### src/rtl/fetch_pc_unit.sv
// fetch_pc_unit: fetch-stage PC sequencer in front of a synchronous instruction memory.
// It drives the byte address into the memory and tracks the one-cycle read latency,
// so each instruction word leaves the stage tagged with its PC and a valid bit.
// It also handles stall replay, taken-branch redirect and out-of-range fetch faults.
//
// Ports:
//   clk, reset     rising-edge clock; synchronous active-high reset
//   stall          downstream cannot accept; hold the current instruction
//   branch_taken   redirect fetch to branch_target (bits [1:0] ignored)
//   branch_target  redirect byte address
//   imem_addr      byte address to instr_mem (combinational)
//   imem_instr     instruction word from instr_mem (registered inside the memory)
//   instr          pass-through of imem_instr
//   pc, pc_plus4   byte address of instr, and that address + 4
//   instr_valid    instr/pc may be consumed this cycle
//   fetch_fault    sticky flag: a fetch ran past the end of memory
module fetch_pc_unit #(
  parameter int          WORD_W    = 32,
  parameter int          INSTR_W   = 32,
  parameter logic [31:0] RESET_PC  = 32'h0,
  parameter int          IMEM_SIZE = 1024
) (
  input  logic               clk,
  input  logic               reset,
  input  logic               stall,
  input  logic               branch_taken,
  input  logic [WORD_W-1:0]  branch_target,
  output logic [WORD_W-1:0]  imem_addr,
  input  logic [INSTR_W-1:0] imem_instr,
  output logic [INSTR_W-1:0] instr,
  output logic [WORD_W-1:0]  pc,
  output logic [WORD_W-1:0]  pc_plus4,
  output logic               instr_valid,
  output logic               fetch_fault
);

  typedef enum logic [1:0] {BOOT, RUN, FAULT} state_t;

  // One extra bit so 4*IMEM_SIZE never aliases to zero for a full-width memory.
  localparam logic [WORD_W:0]   LIMIT = (WORD_W+1)'(4 * IMEM_SIZE);
  localparam logic [WORD_W-1:0] PC0   = WORD_W'(RESET_PC);
  localparam logic [WORD_W-1:0] FOUR  = WORD_W'(4);

  state_t            state, state_n;
  logic [WORD_W-1:0] fetch_pc, fetch_pc_n;
  logic [WORD_W-1:0] out_pc, out_pc_n;
  logic              valid_q, valid_n;
  logic              fault_q, fault_n;
  logic [WORD_W-1:0] tgt;
  logic              in_range;

  assign tgt      = {branch_target[WORD_W-1:2], 2'b00};
  assign in_range = {1'b0, imem_addr} < LIMIT;

  // Address select. Stall re-reads out_pc so the registered memory output
  // keeps presenting the same word while the stage is held.
  always_comb begin
    imem_addr = fetch_pc;
    case (state)
      BOOT:    imem_addr = fetch_pc;
      RUN: begin
        if (branch_taken)  imem_addr = tgt;
        else if (stall)    imem_addr = out_pc;
        else               imem_addr = fetch_pc;
      end
      FAULT:   imem_addr = branch_taken ? tgt : out_pc;
      default: imem_addr = fetch_pc;
    endcase
  end

  always_comb begin
    state_n    = state;
    fetch_pc_n = fetch_pc;
    out_pc_n   = out_pc;
    valid_n    = valid_q;
    fault_n    = fault_q;
    case (state)
      BOOT: begin
        out_pc_n   = fetch_pc;
        fetch_pc_n = fetch_pc + FOUR;
        valid_n    = 1'b1;
        state_n    = RUN;
      end
      RUN: begin
        if (!in_range) begin
          // PCs hold so pc reports the last good instruction.
          state_n = FAULT;
          valid_n = 1'b0;
          fault_n = 1'b1;
        end else if (branch_taken) begin
          out_pc_n   = tgt;
          fetch_pc_n = tgt + FOUR;
        end else if (!stall) begin
          out_pc_n   = fetch_pc;
          fetch_pc_n = fetch_pc + FOUR;
        end
      end
      FAULT: begin
        if (branch_taken && in_range) begin
          out_pc_n   = tgt;
          fetch_pc_n = tgt + FOUR;
          state_n    = RUN;
          valid_n    = 1'b1;
          fault_n    = 1'b0;
        end
      end
      default: state_n = BOOT;
    endcase
  end

  always_ff @(posedge clk) begin
    if (reset) begin
      state    <= BOOT;
      fetch_pc <= PC0;
      out_pc   <= PC0;
      valid_q  <= 1'b0;
      fault_q  <= 1'b0;
    end else begin
      state    <= state_n;
      fetch_pc <= fetch_pc_n;
      out_pc   <= out_pc_n;
      valid_q  <= valid_n;
      fault_q  <= fault_n;
    end
  end

  assign instr       = imem_instr;
  assign pc          = out_pc;
  assign pc_plus4    = out_pc + FOUR;
  // Word shown during a redirect is wrong-path.
  assign instr_valid = valid_q & ~branch_taken;
  assign fetch_fault = fault_q;

endmodule

### config.mk
export PLATFORM = sky130hd
export DESIGN_NAME = fetch_pc_unit
export DESIGN_NICKNAME = d
export VERILOG_FILES = /design/src/rtl/fetch_pc_unit.sv
export SDC_FILE = /design/constraint.sdc
export NUM_CORES = 1
export LEC_CHECK = 0
export ABC_AREA = 1
export ABC_CLOCK_PERIOD_IN_PS = 5500
export CORE_UTILIZATION = 55
export CTS_CLUSTER_SIZE = 25
export DETAILED_ROUTE_END_ITERATION = 10
export PLACE_DENSITY = 0.89
export SETUP_SLACK_MARGIN = 0.15
export SLEW_MARGIN = 0
export SYNTH_ARGS = -nofsm -noshare
export SYNTH_HDL_FRONTEND = slang
export SYNTH_SLANG_ARGS = --single-unit
### constraint.sdc
create_clock -name clk -period 5.5 [get_ports clk]
set_input_delay 1.1 -clock clk [delete_from_list [all_inputs] [get_ports clk]]
set_output_delay 1.1 -clock clk [all_outputs]
set_load 0.02 [all_outputs]
==> run_summary.xml <==
<?xml version="1.0" encoding="UTF-8"?>
<metrics>
  <group name="run_status">
    <metric name="outcome" unit="">finished, final reports clean</metric>
  </group>
  <group name="sta">
    <metric name="report.final.slew_viol_count" unit="">0</metric>
    <metric name="tightest_slew" unit="ns">1.11</metric>
    <metric name="fin_setup_tns" unit="ns">0</metric>
    <metric name="fin_skew" unit="ns">0.00614</metric>
    <metric name="grt_setup_unrepaired" unit="">false</metric>
    <metric name="fin_crit_sh" unit="">0.857</metric>
    <metric name="report.final.hold_viol_count" unit="">0</metric>
    <metric name="clock.fmax" unit="MHz">212</metric>
    <metric name="setup_viol_count_final" unit="">0</metric>
    <metric name="finalWorstPathRequiredPeriod" unit="ns">4.71</metric>
    <metric name="slew_headroom" unit="">0.259</metric>
  </group>
  <group name="clock_network">
    <metric name="post_cts_hold_buffer_count" unit="">0</metric>
    <metric name="cts.sink_count" unit="">66</metric>
    <metric name="cts.root.buffer_cell" unit="">clkbuf_16</metric>
    <metric name="clock_latency" unit="ns">0.34</metric>
    <metric name="path_clk_slew" unit="ns">0.06</metric>
    <metric name="clk_path_buf_depth" unit="">2</metric>
    <metric name="cts_buffers" unit="">9</metric>
    <metric name="postCtsSetupRepairBufs" unit="">0</metric>
    <metric name="cts_tree" unit="">built</metric>
    <metric name="cts.repair.resized" unit="">0</metric>
    <metric name="htreeDepth" unit="">3</metric>
  </group>
  <group name="yosys">
    <metric name="number_of_synthesized_flops_with_an_enable_pin" unit="">0</metric>
    <metric name="synth_compound_gate_area_share" unit="">0.132</metric>
    <metric name="synth_ff_type" unit="">dfxtp_1</metric>
    <metric name="synth_area_per_cell" unit="um2">5.44</metric>
    <metric name="multiplexer_area_fraction_after_synthesis" unit="">0</metric>
    <metric name="synth.ff_latch_count" unit="">66</metric>
    <metric name="netlist_area" unit="um2">7540</metric>
    <metric name="post-synth-top-count-cell" unit="">nand2_1</metric>
    <metric name="combinational_family_with_the_most_area_after_synthesis" unit="">simple AND/OR/NAND/NOR gates</metric>
    <metric name="yosys_warnings" unit="">0</metric>
    <metric name="post_synth_fa_ha_maj_area_fraction" unit="">0.0133</metric>
    <metric name="synth_top_cells_by_area" unit="">nand2_1, dfxtp_1, nor2_1, inv_1, nand3_1</metric>
    <metric name="synth-async-reset-ratio" unit="">0</metric>
    <metric name="syn-num-nets" unit="">1463</metric>
    <metric name="yosys_top_cell_area_share" unit="">0.200</metric>
    <metric name="ys_types" unit="">44</metric>
    <metric name="synth.largest_area_cell" unit="">nand2_1</metric>
    <metric name="synthesis.instances" unit="">1387</metric>
    <metric name="synth_seq_area_share" unit="">0.175</metric>
    <metric name="synthTopCellsByCount" unit="">nand2_1, nor2_1, inv_1</metric>
    <metric name="synthSimpleGateAreaFrac" unit="">0.461</metric>
    <metric name="synth-xor-area-share" unit="">0.0534</metric>
  </group>
  <group name="layout">
    <metric name="layout-drive-gt1-share" unit="">0.0394</metric>
    <metric name="number_of_antenna_diodes" unit="">0</metric>
    <metric name="layout.nets" unit="">1519</metric>
    <metric name="layout_overhead_on_the_synthesized_area" unit="%">17.4</metric>
    <metric name="final.fill_count" unit="">1284</metric>
    <metric name="postLayoutCoreUtil" unit="">0.666</metric>
  </group>
  <group name="floorplanning">
    <metric name="core_area" unit="um2">13300</metric>
    <metric name="io_pins" unit="">198</metric>
    <metric name="fp.dieH" unit="um">119</metric>
    <metric name="initial_core_util" unit="">0.567</metric>
    <metric name="rows" unit="">42</metric>
    <metric name="die_width" unit="um">119</metric>
    <metric name="area_of_the_die" unit="um2">14200</metric>
  </group>
  <group name="power_and_ir_drop">
    <metric name="power.share.switching" unit="">0.544</metric>
    <metric name="power_frac_clock" unit="">0.123</metric>
    <metric name="leakage_dissipation" unit="nW">3.97</metric>
    <metric name="max-vdd-ir-drop" unit="V">0.000265</metric>
    <metric name="share_seq_of_total_power" unit="">0.188</metric>
    <metric name="switching_power" unit="mW">2.52</metric>
    <metric name="internal_power" unit="mW">2.11</metric>
    <metric name="comb_power_share" unit="">0.689</metric>
    <metric name="power_density" unit="nW/um2">523</metric>
    <metric name="report.power.total" unit="mW">4.63</metric>
  </group>
  <group name="run">
    <metric name="max-cap-violations" unit="">0</metric>
  </group>
  <group name="worst_setup_path">
    <metric name="timing.critical_path.max_delay_family" unit="">buffers and inverters</metric>
    <metric name="timing.critical_path.slowest_stage_cell" unit="">clkdlybuf4s50_1</metric>
    <metric name="r2r_cells" unit="">16</metric>
    <metric name="setup.reg_to_reg.worst_slack" unit="ns">1.55</metric>
    <metric name="worstSetupPathDepth" unit="">9</metric>
    <metric name="end_of_the_worst_register_to_register_path" unit="">pc[2]</metric>
    <metric name="crit_path_start_kind" unit="">input pin</metric>
    <metric name="crit_path_max_fanout" unit="">24</metric>
    <metric name="critPathMaxStageDelay" unit="ns">0.85</metric>
    <metric name="crit_end" unit="">imem_addr[11]</metric>
    <metric name="crit_path_arrival_time" unit="ns">3.61</metric>
    <metric name="worst_setup_path_start" unit="">stall</metric>
    <metric name="count_of_buffering_cells_on_the_critical_path_with_inverters_included" unit="">3</metric>
    <metric name="timing.critical_path.to_type" unit="">output port</metric>
    <metric name="regToRegStartpoint" unit="">state[0]</metric>
    <metric name="worstSetupPathType" unit="">in -&gt; out</metric>
    <metric name="crit_required" unit="ns">4.40</metric>
    <metric name="worstPathCellList" unit="">clkdlybuf4s50_1 -&gt; buf_4 -&gt; nand2_1 -&gt; o21ai_0 -&gt; a21oi_1 -&gt; o211ai_1 -&gt; nand2_1 -&gt; o21ai_0 -&gt; clkdlybuf4s50_1</metric>
  </group>
  <group name="drt">
    <metric name="drt_pass1_iterations" unit="">6</metric>
    <metric name="num_vias" unit="">9356</metric>
    <metric name="detail-route-antenna-nets" unit="">0</metric>
    <metric name="post-route-drc-count" unit="">0</metric>
    <metric name="first_iter_violations" unit="">1178</metric>
    <metric name="totalWireLength" unit="um">25700</metric>
    <metric name="average_wire_length_per_cell_after_detail_routing" unit="um">15.8</metric>
    <metric name="avgViaCountPerCell" unit="">5.76</metric>
  </group>
  <group name="worst_hold_path">
    <metric name="hold_path_cells" unit="">2</metric>
    <metric name="worstHoldPathType" unit="">reg -&gt; reg</metric>
  </group>
  <group name="placement">
    <metric name="place.port_buffers" unit="">131</metric>
    <metric name="hpwlAfterDp" unit="um">19100</metric>
    <metric name="weighted_congestion_at_the_end_of_routability_driven_global_placement" unit="">1.01</metric>
  </group>
  <group name="global_route">
    <metric name="grt_start_max_net_pins" unit="">57</metric>
    <metric name="grt_antenna_before_repair" unit="">0</metric>
    <metric name="track_usage" unit="">0.359</metric>
    <metric name="first_global_vias" unit="">8059</metric>
    <metric name="grt-ovfl-total" unit="">0</metric>
    <metric name="grt_pass1_wl" unit="um">40700</metric>
  </group>
</metrics>
## state kept, by name, summed over array words and instances (netlist names)
register / flops
state: 2
valid_q: 1
fetch_pc: 30
pc: 32
fetch_fault: 1
## logic make-up after synthesis
kind of cell / Yosys count
AO/OA/AOI/OAI: 175
XOR/XNOR: 46
adder cells (fa/ha/maj): 8
buffers and inverters: 268
flip-flops: 66
AND/OR/NAND/NOR: 824
## layout by cell type (no fill, tap or decap), drive strengths merged, types with 2 or more instances in the layout
cell type,count
ha,8
buf,18
clkdlybuf4s50,130
a22oi,4
nor2,235
nand3,93
or2,8
clkinv,4
dfxtp,66
nand2,404
o221ai,4
inv,163
o21ai,104
nor4,8
o22ai,6
o211ai,24
a21oi,25
nand4,45
clkbuf,13
xor2,41
xnor2,5
a31oi,2
nor3,29
## worst min-delay path, delay by kind of cell, from the launching register on
kind | cells | cell delay [ns]
simple gates | 2 | 0.11
flops | 1 | 0.33
## per-stage QoR
stage          worst slack, ns  hold slack [ns]  std cells  cell area (um2)
4_1_cts                  0.859            0.486       1624             8850
6_report                 0.789            0.484       1624             8850
3_3_place_gp             0.889            0.465       1608             8570
2_1_floorplan             1.83            0.466       1387             7540
3_5_place_dp             0.872            0.477       1608             8570
5_1_grt                  0.629            0.501       1624             8850
## final cells by class
type / instances / area, um2 / share of cell area
sequential: 66 / 1320 / 0.149
multi-input combinational: 1053 / 4980 / 0.562
timing repair buffer: 148 / 1430 / 0.162
tap: 176 / 220 / 0.0249
clock inverter: 3 / 40.0 / 0.00452
clock buffer: 13 / 240 / 0.0271
inverter: 165 / 619 / 0.0700
## routing by layer
layer / part of all wire / GRT usage
met5: 0 / 0
met4: 0.038 / 0.168
met3: 0.13 / 0.0704
met2: 0.42 / 0.542
met1: 0.41 / 0.489
## power by group through the flow
| stage | sequential, mW | clock [mW] | combinational [mW] |
|---|---|---|---|
| 2_1_floorplan | 0.876 | 0 | 2.13 |
| 3_3_place_gp | 0.864 | 0 | 3.05 |
| 3_5_place_dp | 0.871 | 0 | 3.11 |
| 4_1_cts | 0.861 | 0.566 | 3.12 |
| 5_1_grt | 0.896 | 0.584 | 3.49 |
| 6_report | 0.872 | 0.569 | 3.19 |
## how the worst min path moves through the flow
stage	startpoint	slack, ns	to
floorplan	state[1]	0.47	state[1]
global placement	pc[1]	0.47	pc[1]
detailed placement	pc[1]	0.48	pc[1]
CTS	pc[1]	0.49	pc[1]
global route	pc[1]	0.50	pc[1]
finish	pc[1]	0.48	pc[1]
No activity file was read; power rests on OpenSTA's default activity.
